[src/rtl/gates_sweep.sv]
// gates_sweep: sweeps every N-bit input vector through a selectable logic
// gate, reporting one registered result per vector and a count of vectors
// whose result is 1.
//
// Parameters:
//   N    - gate input width (2..8)
//   HOLD - clock cycles each vector is held before advancing (1..255)
//
// Ports:
//   clk      - single clock, rising edge
//   reset    - asynchronous active-high reset
//   start    - sweep request, accepted only while idle
//   mode     - gate select: 000 AND, 001 OR, 010 XOR, 011 NAND,
//              100 NOR, 101 XNOR, 110 majority, 111 constant 0
//   vec      - current stimulus vector
//   d        - registered gate result (one cycle behind vec)
//   valid    - d is the final result for a completed vector
//   busy     - high while the sweep is in progress
//   done     - one-cycle end-of-sweep pulse, coincident with the last valid
//   ones_cnt - number of completed vectors whose result was 1
//
// Build option:
//   GATES_SWEEP_ONES_CNT_EN - when defined, ones_cnt counts; otherwise the
//                             port is tied to 0 and no counter is built.
module gates_sweep #(
  parameter int unsigned N    = 3,
  parameter int unsigned HOLD = 1
) (
  input  logic         clk,
  input  logic         reset,
  input  logic         start,
  input  logic [2:0]   mode,
  output logic [N-1:0] vec,
  output logic         d,
  output logic         valid,
  output logic         busy,
  output logic         done,
  output logic [N:0]   ones_cnt
);

  typedef enum logic {
    IDLE,
    SWEEP
  } state_t;

  typedef enum logic [2:0] {
    G_AND  = 3'b000,
    G_OR   = 3'b001,
    G_XOR  = 3'b010,
    G_NAND = 3'b011,
    G_NOR  = 3'b100,
    G_XNOR = 3'b101,
    G_MAJ  = 3'b110,
    G_ZERO = 3'b111
  } gate_t;

  localparam logic [7:0] HOLD_LAST = 8'(HOLD - 1);
  localparam logic [3:0] MAJ_THR   = 4'(N / 2);

  state_t     state;
  gate_t      mode_l;
  logic [7:0] hold_cnt;
  logic [3:0] pop;
  logic       gate_out;
  logic       vec_end;
  logic       last_vec;

  always_comb begin
    pop = '0;
    for (int unsigned i = 0; i < N; i++) begin
      pop = pop + {3'b000, vec[i]};
    end
  end

  always_comb begin
    gate_out = 1'b0;
    case (mode_l)
      G_AND:   gate_out = &vec;
      G_OR:    gate_out = |vec;
      G_XOR:   gate_out = ^vec;
      G_NAND:  gate_out = ~&vec;
      G_NOR:   gate_out = ~|vec;
      G_XNOR:  gate_out = ~^vec;
      G_MAJ:   gate_out = (pop > MAJ_THR);
      G_ZERO:  gate_out = 1'b0;
      default: gate_out = 1'b0;
    endcase
  end

  // The edge that ends the hold of a vector is the edge that reports it.
  assign vec_end  = (hold_cnt == HOLD_LAST);
  assign last_vec = vec_end && (vec == '1);

  always_ff @(posedge clk or posedge reset) begin
    if (reset) begin
      state    <= IDLE;
      mode_l   <= G_AND;
      vec      <= '0;
      hold_cnt <= '0;
      d        <= 1'b0;
      valid    <= 1'b0;
      busy     <= 1'b0;
      done     <= 1'b0;
    end else begin
      case (state)
        IDLE: begin
          d     <= 1'b0;
          valid <= 1'b0;
          done  <= 1'b0;
          if (start) begin
            state    <= SWEEP;
            mode_l   <= gate_t'(mode);
            vec      <= '0;
            hold_cnt <= '0;
            busy     <= 1'b1;
          end
        end
        SWEEP: begin
          d     <= gate_out;
          valid <= vec_end;
          done  <= last_vec;
          if (vec_end) begin
            hold_cnt <= '0;
            vec      <= vec + 1'b1;   // wraps to 0 on the final edge
          end else begin
            hold_cnt <= hold_cnt + 1'b1;
          end
          if (last_vec) begin
            state <= IDLE;
            busy  <= 1'b0;
          end
        end
        default: state <= IDLE;
      endcase
    end
  end

`ifdef GATES_SWEEP_ONES_CNT_EN
  // Counts at the same edge valid/d are registered, so the final total is
  // already visible in the done cycle.
  always_ff @(posedge clk or posedge reset) begin
    if (reset) begin
      ones_cnt <= '0;
    end else if (state == IDLE) begin
      if (start) begin
        ones_cnt <= '0;
      end
    end else if (vec_end && gate_out) begin
      ones_cnt <= ones_cnt + 1'b1;
    end
  end
`else
  assign ones_cnt = '0;
`endif

endmodule

[config.mk]
export PLATFORM = sky130hd
export DESIGN_NAME = gates_sweep
export DESIGN_NICKNAME = d
export VERILOG_FILES = /design/src/rtl/gates_sweep.sv
export SDC_FILE = /design/constraint.sdc
export NUM_CORES = 1
export LEC_CHECK = 0
export ABC_AREA = 1
export CAP_MARGIN = 20
export CORE_MARGIN = 8
export CORE_UTILIZATION = 25
export CTS_BUF_LIST = sky130_fd_sc_hd__clkbuf_8
export CTS_CLUSTER_DIAMETER = 120
export DETAILED_ROUTE_END_ITERATION = 16
export GPL_TIMING_DRIVEN = 0
export SETUP_SLACK_MARGIN = 0.15
export SLEW_MARGIN = 20
export SYNTH_ARGS = -nofsm -noshare
export SYNTH_HDL_FRONTEND = slang
export SYNTH_SLANG_ARGS = --single-unit
[constraint.sdc]
create_clock -name clk -period 3.8 [get_ports clk]
set_input_delay 0.57 -clock clk [delete_from_list [all_inputs] [get_ports clk]]
set_output_delay 0.57 -clock clk [all_outputs]
set_load 0.02 [all_outputs]
==> results.md <==
* R2R Path End: d$_DFF_PP0_
* Initial core utilization at 0.253
* Area contributors post-synth: dfrtp_1 (44%), nand2_1 (13%), inv_1 (8.0%), ha_1 (5.8%), nand3_1 (5.1%)
* Hold EP: hold_cnt[7]$_DFFE_PP0P_
* Synth cell types at 21
* DR vias/cell at around 4
* Seq/Total Area, Yosys at 0.440
* Top Family by Delay on Critical Path: buffers and inverters
* Final Max Slew Viols at 0
* Layout area overhead at 22.7%
* Critical Path AT at about 1400 ps
* Mapped Cells at 139
* Mapped cell area at between 1000 and 1500 um^2
* I/O Buffers at 12
* CTS root buf: clkbuf_8
* Antenna violations before repair at 0
* TritonCTS clock tree: built
* Reg2Reg Depth at 8
* Power density cells at 692 nW/um^2
* Total global routing overflow at 0
* TritonCTS Buffers at 3
* Routability cong. at 0.825
* All-Layer GR Usage at 0.0656
* Critical Path Sink Type: output port
* Clock transition at path regs at 80 ps
* Hold path startpoint: hold_cnt[7]$_DFFE_PP0P_
* Worst-Skew Late Latency at 260 ps
* Max frequency at between 0.5 and 0.6 GHz
* DR DRC count at 0
* Commonest non-fill, non-tap cell in the layout: nand2_1
* Hold path depth at 2
* CP max stage delay at 650 ps
* RSZ-0062 raised after global routing: false
* Slew @ Worst Pin at between 700 and 800 ps
* DRT Wirelength at 2040 um
* Largest net degree at the start of global routing at 20
* Post-cts resize count at 0
* Worst reg2reg setup slack at 2360 ps
* CP bufs+invs at 1
* Synth top area share at 0.440
* Max cap viols at 0
* Ant diodes at 0
* Most frequent cells in the layout: nand2_1 (38), inv_1 (23), dfrtp_1 (19), nor2_1 (14), clkdlybuf4s50_1 (12)
* Yosys reg bits at 19
* CTS max path bufs at 2
* Fin. Hold Viols at 0
* Leakage Power at between 0.6 and 0.7 nW
* Die height at 81.7 um
* H-tree levels at 1
* First-pass GRT wire length at 3420 um
* 1st-iter DRT viols at 26
* Final Skew at 5.12 ps
* Setup tns final at 0 ps
* Status: finished, final reports clean
* Critical Path RT at about 3200 ps
* Die area at between 6000 and 7000 um^2
* Layout cell share with drive strength beyond 1 at 0.108
* Category of the most critical setup path: flip-flop to output port
* Row count at 24
* Avg Cell Area, Syn at roughly 7.8 um^2
* Slowest CP cell: clkdlybuf4s50_1
* Period utilization at 0.507
* Hold buffer count at CTS at 0
* Worst reg2reg startpoint: vec[0]$_DFFE_PP0P_
* Final-report setup violation count at 0
* Post-DP HPWL at 1520 um
* WL/cell at between 9 and 10 um
* Antenna Nets Post-Route at 0
* Setup Fix Bufs, Post-CTS at 0
* Power Total at approximately 920 uW
* Relative slew slack at 0.503
* Critical Path Fanout Max at 5
* Tmin final at 1930 ps
* Synth area leader: dfrtp_1
* Tightest Hold Check Type: flip-flop to flip-flop
* Sink Count at 19
* First-pass iteration count of the detailed router at 4
* Vias at 843
* CP Cell Sequence: clkdlybuf4s50_1
* Die width at 81.7 um
* Crit path launch type: flip-flop
* Final core utilization at 0.311
* Core Region at between 4000 and 5000 um^2
* Yosys synthesis warning count at 0
* Peak VDD IR at 0.000286 V
* IO Pins at 17
* Vias in the first global route at about 750
* Layout Nets at 171
cell usage after synthesis:
library cell / count
buf_4: 5
nor2_2: 1
nor2_1: 14
nand2_4: 1
nand2_1: 38
inv_2: 1
ha_1: 5
o21ai_1: 1
nand3_1: 11
inv_1: 23
nand2_2: 2
o21bai_1: 1
o21ai_0: 7
nor2_4: 2
xor2_1: 1
clkinv_4: 1
conb_1: 1
dfrtp_1: 19
fa_1: 1
a21oi_1: 3
nand3b_1: 1
power breakdown:
group          total [mW]  internal, mW  switching (mW)
combinational       0.402         0.174           0.228
clock               0.146        0.0740          0.0720
sequential          0.370         0.285          0.0846
total               0.917         0.533           0.384
worst max-delay path by stage:
stage | endpoint | startpoint | depth (start not counted) | slack, ps
floorplan | d$_DFF_PP0_ | vec[0]$_DFFE_PP0P_ | 8 | 2340
global placement | vec[0] | vec[0]$_DFFE_PP0P_ | 1 | 2160
detailed placement | vec[0] | vec[0]$_DFFE_PP0P_ | 1 | 2150
CTS | vec[0] | vec[0]$_DFFE_PP0P_ | 1 | 1850
global route | vec[1] | vec[1]$_DFFE_PP0P_ | 1 | 1820
finish | vec[1] | vec[1]$_DFFE_PP0P_ | 1 | 1870
metal layers:
layer	vias up	routed length [um]	global-route usage
li1	452	-	-
met1	375	1010	0.0844
met2	14	878	0.0947
met3	2	114	0.0274
met4	0	37	0.0263
met5	-	0	0
kinds of logic (layout without fill, tap and decap cells):
| logic type | after synthesis | after routing | share of synthesized area |
|---|---|---|---|
| buffers and inverters | 30 | 46 | 0.126 |
| flip-flops | 19 | 19 | 0.440 |
| XOR/XNOR | 1 | 1 | 0.00811 |
| other | 1 | 4 | 0.00347 |
| AND/OR/NAND/NOR | 70 | 70 | 0.287 |
| AO/OA/AOI/OAI | 12 | 12 | 0.0579 |
| adder cells (fa/ha/maj) | 6 | 6 | 0.0765 |
cell type report:
type                       instances  area (um^2)
buffer                             5         37.5
clock inverter                     1         7.51
inverter                          25         98.8
multi-input combinational         93          479
sequential                        19          475
fill                             471         2940
clock buffer                       3         41.3
tap                               52         65.1
timing repair buffer              12          120
state kept, by name, summed over array words and instances, names as in the netlist:
signal	count
busy	1
d	1
hold_cnt	8
done	1
mode_l	3
state	1
vec	3
valid	1
per-stage QoR:
| step | area (um^2) | cells | setup WS [ps] | hold WS, ps |
|---|---|---|---|---|
| global route | 1330 | 210 | 1820 | 573 |
| CTS | 1330 | 210 | 1850 | 545 |
| finish | 1330 | 210 | 1870 | 541 |
| floorplan | 1090 | 142 | 2340 | 488 |
| global placement | 1280 | 206 | 2160 | 527 |
| detailed placement | 1280 | 206 | 2150 | 527 |
(Power assumes the default switching activity.)
